===== config.mk =====
export PLATFORM = sky130hd
export DESIGN_NAME = atm_session_ctrl_flat
export DESIGN_NICKNAME = d
export VERILOG_FILES = /design/src/rtl/atm_session_ctrl_if.sv /design/src/rtl/atm_session_ctrl.sv /design/src/flat_wrapper.sv
export SDC_FILE = /design/constraint.sdc
export NUM_CORES = 1
export LEC_CHECK = 0
export ABC_AREA = 1
export BUFFER_PORTS_ARGS = -buffer_cell sky130_fd_sc_hd__buf_2
export CAP_MARGIN = 20
export CORE_MARGIN = 3
export CORE_UTILIZATION = 54
export DETAILED_ROUTE_END_ITERATION = 8
export PLACE_DENSITY = 0.9
export RECOVER_POWER = 50
export SKIP_LAST_GASP = 1
export SLEW_MARGIN = 15
export SYNTH_ARGS = -nofsm -noshare
export SYNTH_HDL_FRONTEND = slang
export SYNTH_SLANG_ARGS = --single-unit

===== constraint.sdc =====
create_clock -name clk -period 2.5 [get_ports clk]
set_clock_uncertainty 0.1 [all_clocks]
set_input_delay 0.25 -clock clk [delete_from_list [all_inputs] [get_ports clk]]
set_output_delay 0.25 -clock clk [all_outputs]
set_load 0.05 [all_outputs]

===== src/rtl/atm_session_ctrl_if.sv =====
// Bus between the keypad/card-reader front end, the account store and the
// ATM session controller. The front end drives the master side and the
// controller sits on the slave side.
interface atm_session_ctrl_if #(
    parameter int PIN_W = 14,
    parameter int AMT_W = 32
);
    logic             card_in;
    logic             enter;
    logic [PIN_W-1:0] code;
    logic [PIN_W-1:0] exp_pin;
    logic [AMT_W-1:0] amount;
    logic [AMT_W-1:0] balance_in;

    logic [3:0]       msg;
    logic [2:0]       tries_left;
    logic             cash_valid;
    logic [AMT_W-1:0] cash_amt;
    logic             balance_wr;
    logic [AMT_W-1:0] balance_out;
    logic             eject_card;
    logic             retain_card;

    modport master (
        output card_in, enter, code, exp_pin, amount, balance_in,
        input  msg, tries_left, cash_valid, cash_amt, balance_wr,
               balance_out, eject_card, retain_card
    );

    modport slave (
        input  card_in, enter, code, exp_pin, amount, balance_in,
        output msg, tries_left, cash_valid, cash_amt, balance_wr,
               balance_out, eject_card, retain_card
    );
endinterface


===== src/rtl/atm_session_ctrl.sv =====
// ATM session controller: card insertion, PIN entry with retry limit and
// card retention, a menu loop for withdrawals and balance queries, an
// inactivity timeout and a balance write-back strobe.
// Optional per-session withdrawal cap: define ATM_SESSION_LIMIT_EN.
module atm_session_ctrl #(
    parameter int PIN_W         = 14,
    parameter int AMT_W         = 32,
    parameter int MAX_TRIES     = 3,
    parameter int TIMEOUT_CYC   = 1024,
    parameter int SESSION_LIMIT = 1000
) (
    input logic               clk,
    input logic               rst,
    atm_session_ctrl_if.slave bus
);
    // Counter only has to reach TIMEOUT_CYC-1; expiry moves to EXIT
    localparam int                CNT_W      = $clog2(TIMEOUT_CYC);
    localparam logic [CNT_W-1:0]  CNT_LAST   = CNT_W'(TIMEOUT_CYC - 1);
    localparam logic [2:0]        TRIES_INIT = 3'(MAX_TRIES);

    // Encodings equal the display codes, so msg is the state register itself
    typedef enum logic [3:0] {
        S_IDLE      = 4'd0,
        S_CHECK_PIN = 4'd1,
        S_INVALID   = 4'd2,
        S_MENU      = 4'd3,
        S_AMOUNT    = 4'd4,
        S_QUERY     = 4'd5,
        S_NO_FUNDS  = 4'd6,
        S_DISPENSE  = 4'd7,
        S_EXIT      = 4'd8,
        S_RETAIN    = 4'd9
    } state_t;

    state_t           state_q, state_n;
    logic [2:0]       tries_q, tries_n;
    logic [CNT_W-1:0] cnt_q, cnt_n;
    logic             cash_valid_q, cash_valid_n;
    logic [AMT_W-1:0] cash_amt_q, cash_amt_n;
    logic             bal_wr_q, bal_wr_n;
    logic [AMT_W-1:0] bal_out_q, bal_out_n;
    logic             eject_q, retain_q;
    logic             timed;
    logic             expired;
    logic             limit_hit;

`ifdef ATM_SESSION_LIMIT_EN
    localparam int SUM_W = AMT_W + 2;

    logic [AMT_W:0]   sess_acc_q;
    logic [SUM_W-1:0] sess_sum;

    // Would this request push the session total past the cap
    always_comb begin
        sess_sum  = {1'b0, sess_acc_q} + {2'b00, bus.amount};
        limit_hit = (sess_sum > SUM_W'(SESSION_LIMIT));
    end

    // Session total: cleared between cards, grows by each dispensed amount
    always_ff @(posedge clk) begin
        if (rst) begin
            sess_acc_q <= '0;
        end else if (state_q == S_IDLE) begin
            sess_acc_q <= '0;
        end else if (state_q == S_DISPENSE) begin
            sess_acc_q <= sess_acc_q + {1'b0, cash_amt_q};
        end
    end
`else
    assign limit_hit = 1'b0;
`endif

    // Inactivity timer runs only in states that wait for the customer
    always_comb begin
        timed   = (state_q == S_CHECK_PIN) || (state_q == S_MENU) ||
                  (state_q == S_AMOUNT)    || (state_q == S_QUERY);
        expired = timed && !bus.enter && (cnt_q == CNT_LAST);
    end

    // Next state plus next values of every registered output
    always_comb begin
        state_n      = state_q;
        tries_n      = tries_q;
        cash_valid_n = 1'b0;
        cash_amt_n   = cash_amt_q;
        bal_wr_n     = 1'b0;
        bal_out_n    = bal_out_q;
        cnt_n        = '0;

        if (!bus.card_in && state_q != S_RETAIN) begin
            state_n = S_IDLE;
        end else begin
            case (state_q)
                S_IDLE: begin
                    state_n = S_CHECK_PIN;
                    tries_n = TRIES_INIT;
                end
                S_CHECK_PIN: begin
                    if (bus.enter) begin
                        if (bus.code == bus.exp_pin) begin
                            state_n = S_MENU;
                        end else begin
                            tries_n = tries_q - 3'd1;
                            if (tries_q == 3'd1) begin
                                state_n = S_RETAIN;
                            end
                        end
                    end else if (expired) begin
                        state_n = S_EXIT;
                    end
                end
                S_MENU: begin
                    if (bus.enter) begin
                        if (bus.code == PIN_W'(1)) begin
                            state_n = S_AMOUNT;
                        end else if (bus.code == PIN_W'(2)) begin
                            state_n   = S_QUERY;
                            bal_out_n = bus.balance_in;
                        end else if (bus.code == PIN_W'(3)) begin
                            state_n = S_EXIT;
                        end else begin
                            state_n = S_INVALID;
                        end
                    end else if (expired) begin
                        state_n = S_EXIT;
                    end
                end
                S_AMOUNT: begin
                    if (bus.enter) begin
                        if (bus.amount == '0) begin
                            state_n = S_INVALID;
                        end else if (limit_hit) begin
                            state_n = S_NO_FUNDS;
                        end else if (bus.amount > bus.balance_in) begin
                            state_n = S_NO_FUNDS;
                        end else begin
                            state_n      = S_DISPENSE;
                            cash_valid_n = 1'b1;
                            cash_amt_n   = bus.amount;
                            bal_wr_n     = 1'b1;
                            bal_out_n    = bus.balance_in - bus.amount;
                        end
                    end else if (expired) begin
                        state_n = S_EXIT;
                    end
                end
                S_QUERY: begin
                    bal_out_n = bus.balance_in;
                    if (bus.enter) begin
                        state_n = S_MENU;
                    end else if (expired) begin
                        state_n = S_EXIT;
                    end
                end
                S_INVALID, S_NO_FUNDS, S_DISPENSE: begin
                    state_n = S_MENU;
                end
                S_EXIT: begin
                    state_n = S_EXIT;
                end
                S_RETAIN: begin
                    state_n = S_IDLE;
                end
                default: begin
                    state_n = S_IDLE;
                end
            endcase
        end

        if (timed && !bus.enter && state_n == state_q) begin
            cnt_n = cnt_q + 1'b1;
        end
    end

    // State, timer and output registers
    always_ff @(posedge clk) begin
        if (rst) begin
            state_q      <= S_IDLE;
            tries_q      <= TRIES_INIT;
            cnt_q        <= '0;
            cash_valid_q <= 1'b0;
            cash_amt_q   <= '0;
            bal_wr_q     <= 1'b0;
            bal_out_q    <= '0;
            eject_q      <= 1'b0;
            retain_q     <= 1'b0;
        end else begin
            state_q      <= state_n;
            tries_q      <= tries_n;
            cnt_q        <= cnt_n;
            cash_valid_q <= cash_valid_n;
            cash_amt_q   <= cash_amt_n;
            bal_wr_q     <= bal_wr_n;
            bal_out_q    <= bal_out_n;
            eject_q      <= (state_n == S_EXIT);
            retain_q     <= (state_n == S_RETAIN);
        end
    end

    assign bus.msg         = state_q;
    assign bus.tries_left  = tries_q;
    assign bus.cash_valid  = cash_valid_q;
    assign bus.cash_amt    = cash_amt_q;
    assign bus.balance_wr  = bal_wr_q;
    assign bus.balance_out = bal_out_q;
    assign bus.eject_card  = eject_q;
    assign bus.retain_card = retain_q;
endmodule


===== src/flat_wrapper.sv =====
// flat-port wrapper written by rule: the top's interface ports become plain ports
module atm_session_ctrl_flat 
#(
    parameter int PIN_W         = 14,
    parameter int AMT_W         = 32,
    parameter int MAX_TRIES     = 3,
    parameter int TIMEOUT_CYC   = 1024,
    parameter int SESSION_LIMIT = 1000
)
  (clk, rst, bus_card_in, bus_enter, bus_code, bus_exp_pin, bus_amount, bus_balance_in, bus_msg, bus_tries_left, bus_cash_valid, bus_cash_amt, bus_balance_wr, bus_balance_out, bus_eject_card, bus_retain_card);
  atm_session_ctrl_if #(.PIN_W(PIN_W), .AMT_W(AMT_W)) bus_i ();
  input logic clk;
  input logic rst;
  input wire logic [$bits(bus_i.card_in)-1:0] bus_card_in;
  input wire logic [$bits(bus_i.enter)-1:0] bus_enter;
  input wire logic [$bits(bus_i.code)-1:0] bus_code;
  input wire logic [$bits(bus_i.exp_pin)-1:0] bus_exp_pin;
  input wire logic [$bits(bus_i.amount)-1:0] bus_amount;
  input wire logic [$bits(bus_i.balance_in)-1:0] bus_balance_in;
  output wire logic [$bits(bus_i.msg)-1:0] bus_msg;
  output wire logic [$bits(bus_i.tries_left)-1:0] bus_tries_left;
  output wire logic [$bits(bus_i.cash_valid)-1:0] bus_cash_valid;
  output wire logic [$bits(bus_i.cash_amt)-1:0] bus_cash_amt;
  output wire logic [$bits(bus_i.balance_wr)-1:0] bus_balance_wr;
  output wire logic [$bits(bus_i.balance_out)-1:0] bus_balance_out;
  output wire logic [$bits(bus_i.eject_card)-1:0] bus_eject_card;
  output wire logic [$bits(bus_i.retain_card)-1:0] bus_retain_card;
  assign bus_i.card_in = bus_card_in;
  assign bus_i.enter = bus_enter;
  assign bus_i.code = bus_code;
  assign bus_i.exp_pin = bus_exp_pin;
  assign bus_i.amount = bus_amount;
  assign bus_i.balance_in = bus_balance_in;
  assign bus_msg = bus_i.msg;
  assign bus_tries_left = bus_i.tries_left;
  assign bus_cash_valid = bus_i.cash_valid;
  assign bus_cash_amt = bus_i.cash_amt;
  assign bus_balance_wr = bus_i.balance_wr;
  assign bus_balance_out = bus_i.balance_out;
  assign bus_eject_card = bus_i.eject_card;
  assign bus_retain_card = bus_i.retain_card;
  atm_session_ctrl #(.PIN_W(PIN_W), .AMT_W(AMT_W), .MAX_TRIES(MAX_TRIES), .TIMEOUT_CYC(TIMEOUT_CYC), .SESSION_LIMIT(SESSION_LIMIT)) u_core (.clk(clk), .rst(rst), .bus(bus_i));
endmodule

# Word level (Yosys, flattened, before mapping)
# Cells that the tools add are included.
# word_totals
output_inout_bits	75
elab_cells	88
inputBits	96
ff_bits	84
# classes
magnitude_cmp	1
n_eq_ne	26
reduce_logical	19
n_addsub	3
mux	25
bitwise	6
# op_table
cell	n
2-to-1 mux 32 bit	6
one-hot mux 32 bit (3 select lines)	1
2-to-1 mux 4 bit	12
> comparator 32 bit	1
logical NOT 32 bit	1
subtractor 32 bit	1
== test 14 x 2 -> 1 bit (second input constant)	2
one-hot mux 4 bit (7 select lines)	1
== test 4 x 3 -> 1 bit (second input constant)	4
inequality test 2 bit (second input constant)	8
== test 14 x 1 -> 1 bit (second input constant)	1
== test 14 bit	1
== test 4 bit (second input constant)	3
adder 10 x 1 -> 10 bit (second input constant)	1
== test 10 bit (second input constant)	1
== test 4 x 2 -> 1 bit (second input constant)	2
AND reduction 8 bit	1
2-to-1 mux 3 bit	2
inverter 1 bit	6
one-hot mux 3 bit (2 select lines)	1
AND reduction 5 bit	1
OR reduction 5 bit	1
== test 4 x 1 -> 1 bit (second input constant)	1
== test 4 bit	1
13 further kinds	20

# Logic depth before layout (Yosys ltp)
# depth
word_depth	14
depth_mapped	20
mapped_depth_nobuf	20

# Least setup slack after synthesis
# OpenSTA, ideal clock, no wires.
# synth_path
path_type	in2reg
from	input port bus_balance_in[0]
to	register u_core.bal_out_q[7], in the netlist u_core.bus.balance_out[7]
path_buffers	1
required_time_ps	2284
arrival_time_ps	2041
setup_time_ps	116
cell_stages	17
slack_ps	243
path_cell_list	inv_1 -> ha_1 -> fa_1 -> inv_1 -> nand2_1 -> nand2_1 -> nand3_1 -> nand2_1 -> nand2_1 -> nand2_2 -> nand2_1 -> nand2_1 -> nand2_1 -> a21boi_2 -> buf_2 -> nand3_1 -> o211a_1
# synth_via
elab_chain_cells	5
word_cells_on_any_way	8
classes_between	1 x add/sub; 1 x order compare; 1 x eq/ne; 4 x mux; 1 x reduce/logical
# synth_rtl
element	line	text
start, declared	flat_wrapper.sv:19	input wire logic [$bits(bus_i.balance_in)-1:0] bus_balance_in;
subtractor 32 bit	atm_session_ctrl.sv:141	bal_out_n = bus.balance_in - bus.amount;
2-to-1 mux 32 bit	atm_session_ctrl.sv:134	end else if (bus.amount > bus.balance_in) begin
2-to-1 mux 32 bit	atm_session_ctrl.sv:130	if (bus.amount == '0) begin
2-to-1 mux 32 bit	atm_session_ctrl.sv:129	if (bus.enter) begin
one-hot mux 32 bit (3 select lines)	atm_session_ctrl.sv:93	case (state_q)
end signal, assigned	atm_session_ctrl.sv:194	bal_out_q <= bal_out_n;
end, declared	atm_session_ctrl.sv:41	logic [AMT_W-1:0] bal_out_q, bal_out_n;
# Parallel ways exist; a longest one is shown, timed or not. The select of a mux whose other input is x is not followed.
# A chain may end at the register's enable or synchronous reset.

# Worst setup path in the final report
# layout_path
from	input port bus_balance_in[0]
to	register u_core.cnt_q[3]
# layout_via
elab_chain_cells	10
# layout_rtl
element	line	text
> comparator 32 bit	atm_session_ctrl.sv:134	
2-to-1 mux 1 bit	atm_session_ctrl.sv:134	
2-to-1 mux 4 bit	atm_session_ctrl.sv:130	
2-to-1 mux 4 bit	atm_session_ctrl.sv:129	
one-hot mux 4 bit (7 select lines)	atm_session_ctrl.sv:93	
2-to-1 mux 4 bit	atm_session_ctrl.sv:90	if (!bus.card_in && state_q != S_RETAIN) begin
== test 4 bit	atm_session_ctrl.sv:170	if (timed && !bus.enter && state_n == state_q) begin
logical AND 1 bit	atm_session_ctrl.sv:170	
inverter 1 bit (no source line)	--	
OR reduction 2 bit (no source line)	--	
end signal, assigned	atm_session_ctrl.sv:190	cnt_q <= cnt_n;
end, declared	atm_session_ctrl.sv:37	logic [CNT_W-1:0] cnt_q, cnt_n;
# No other way between the ends.

==> results.txt <==
R2R Path End = u_core.bus.balance_out[23]
Worst-Skew Late Latency = 0.35 ns
Critical path origin = bus_balance_in[0]
share of flip-flops with an asynchronous set or reset = 0%
clock slew at reported path FFs = 0.08 ns
GPL Wtd Cong = 0.9535
hold path start = bus_amount[25]
DRT Wirelength = 20.19 mm
Power Dens Cells = 462.6 nW/um^2
Pins Over Slew Limit = 0
final net count = 1347
period utilization = 93.74%
worst-case vdd ir drop = 0.3253 mV
routed len/inst = 14.85 um
Sink Count = 84
PortBufs = 170
CP Class = in2reg
Post-synth EDFFs = 0
hold worst-path end = u_core.bus.cash_amt[25]
syn_nets = 1132
fin util = 70.68%
Post-Syn Area = 6188 um^2
Row Count = 38
initial antenna violation count = 0
total track usage = 30.95%
Die X = 113.1 um
Syn. warnings = 0
DRT antenna net count = 0
clock buffer depth = 2
HPWL after DPL = 15.92 mm
post-synth cell types = 43
Max-cap violations = 0
most common cell after layout, fill and taps aside = nand2_1
vias in the first global route = 6822
DR iter-0 viols = 668
first-pass GRT wire length = 32.13 mm
total number of vias = 7364
GRT overflow = 0
Die Height = 113.1 um
core area = 11030 um^2
vias per inst = 5.415
Worst Setup End Kind = flip-flop
Slew headroom = 56.00%
Crit path arrival time = 2.53 ns
fill cell total of the finished layout = 981
Syn Inst Count = 1000
flop-to-flop setup slack = 0.19 ns
sequential-to-total area share from yosys stat = 27.17%
hold depth = 3
Area Overhead vs Synth = 25.98%
I/O pin total = 171
Reg2Reg Depth = 9
DRC viols = 0
drt pass-1 iters = 7
ys flop type = dfxtp_1
Synth Register Bits = 84
H-Tree Depth = 3
leak pwr = 3.892 nW
Peak Freq = 0.4267 GHz
WP data required = 2.69 ns
status = completed
Avg Cell Area, Syn = 6.188 um^2
reg-to-reg startpoint = u_core.bus.msg[0]
Max Fanout on Critical Path = 5
Initial Utilization = 56.10%
CTS Root Buffer Type = clkbuf_16
final hold violations = 0
die area = 12780 um^2
WHS = 0.06362 ns
largest net degree at the start of global routing = 35
TritonCTS buffer count = 9
Multi-input gate area = 3890 um^2
share of cells above drive strength 1 = 16.64%
Tmin final = 2.343 ns
most frequent cells in the layout = nand2_1 (233), nor2_1 (139), inv_1 (129)
Worst-Margin Slew = 0.6628 ns
startpoint types = primary input
final setup fails = 0
antenna cells = 0
Reg area = 1682 um^2
Worst Hold Class = in2reg
CTS tree = built
[through the flow]
step                      setup TNS [ns]  cell area, um^2  total power [mW]  instances  setup WS, ns
final                                  0             7796             3.607       1360        0.1566
after global routing            -0.03117             7796             3.783       1360      -0.02080
after CTS                              0             7859             3.598       1359        0.1268
after detailed placement          -3.558             7574             2.288       1343       -0.1979
after global placement           -0.7464             7574             2.270       1343      -0.05975
after floorplan                        0             6188             1.935       1000        0.2428
[cells in the mapped netlist (2+ instances only)]
cell | instances | share of area, %
dfxtp_1 | 84 | 27
nor2_4 | 2 | 0.36
a21oi_2 | 3 | 0.42
a211oi_1 | 2 | 0.24
nand2_1 | 234 | 14
nand3_1 | 56 | 4.5
inv_2 | 2 | 0.12
clkbuf_1 | 15 | 0.91
o21bai_1 | 5 | 0.61
xor2_1 | 11 | 1.6
inv_1 | 129 | 7.8
o211a_1 | 8 | 1.3
nor2_1 | 142 | 8.6
or2_2 | 8 | 0.81
a31oi_1 | 3 | 0.30
nor3_1 | 9 | 0.73
buf_6 | 2 | 0.36
buf_4 | 2 | 0.24
buf_2 | 8 | 0.65
a21oi_1 | 100 | 8.1
ha_1 | 35 | 7.1
o21ai_0 | 79 | 6.4
o211ai_1 | 5 | 0.61
clkinv_1 | 2 | 0.12
nand3b_1 | 2 | 0.24
nand2_2 | 5 | 0.51
a21o_1 | 7 | 0.85
nand4_1 | 9 | 0.91
o21a_1 | 4 | 0.49
xnor2_1 | 5 | 0.71
o21ai_1 | 7 | 0.57
and3_1 | 3 | 0.30
and2_1 | 2 | 0.20
[timing repair]
item                       4_1_cts  5_1_grt
setup endpoints to repair        0       12
setup buffers                    0        0
gates resized for setup          0        7
hold buffers                     0        0
[state kept, by name, indices dropped and copies added (netlist names)]
name	cells
u_core.bus.cash_valid	1
u_core.bus.cash_amt	32
u_core.cnt_q	10
u_core.bus.eject_card	1
u_core.bus.balance_out	32
u_core.bus.retain_card	1
u_core.bus.tries_left	3
u_core.bus.msg	4
[how the worst max path moves through the flow]
stage	endpoint	slack (ns)	cells after the start
2_1_floorplan	u_core.bus.balance_out[7]	0.24	17
3_3_place_gp	u_core.bus.balance_out[4]	-0.06	20
3_5_place_dp	u_core.cnt_q[6]	-0.20	22
4_1_cts	u_core.cnt_q[6]	0.13	22
5_1_grt	u_core.cnt_q[2]	-0.02	22
6_report	u_core.cnt_q[3]	0.16	22
[cell families (layout without fill, tap and decap cells)]
family / count (synthesis) / in the layout / synth area share, %
compound gates: 225 / 225 / 20.34
simple gates: 478 / 479 / 32.35
xor+xnor: 16 / 16 / 2.264
flops: 84 / 84 / 27.17
fa+ha+maj: 36 / 36 / 7.400
buf+inv: 161 / 380 / 10.47
[layer usage]
layer	global-route usage, %	vias up	routed length [um]
met2	51.54	362	9331
met5	0	-	0
met4	12.10	0	601
met3	6.364	43	1792
met1	39.30	3274	8465
li1	-	3685	-
[final cells by class]
class / instances / area share, %
clock inverter: 7 / 0.7703
tap: 140 / 2.247
inverter: 133 / 6.403
multi-input combinational: 756 / 49.90
sequential: 84 / 21.57
timing repair buffer: 231 / 16.23
clock buffer: 9 / 2.889
[where the power goes]
| group | leakage [nW] | switching, mW | internal (mW) | total (mW) |
|---|---|---|---|---|
| clock network | 0.131 | 0.631 | 0.690 | 1.32 |
| registers | 0.677 | 0.00975 | 1.35 | 1.36 |
| logic | 3.08 | 0.571 | 0.357 | 0.928 |
| total | 3.89 | 1.21 | 2.39 | 3.61 |
[worst max-delay path: stages]
cell and delay, ns:
buf_2 0.09, inv_1 0.04, ha_1 0.23, fa_2 0.37, inv_1 0.08, nand2_1 0.05
nand2_1 0.06, nand3_1 0.06, nand2_1 0.10, nand2_1 0.07, nand2_2 0.07, nand2_1 0.05
nand2_1 0.09, nand2_1 0.11, buf_4 0.15, nand2_1 0.05, nand2_1 0.05, nand2_1 0.07
nand2_1 0.11, nand2_2 0.15, nand3_4 0.13, nor2_2 0.12
No activity file was read; power rests on OpenSTA's default activity.
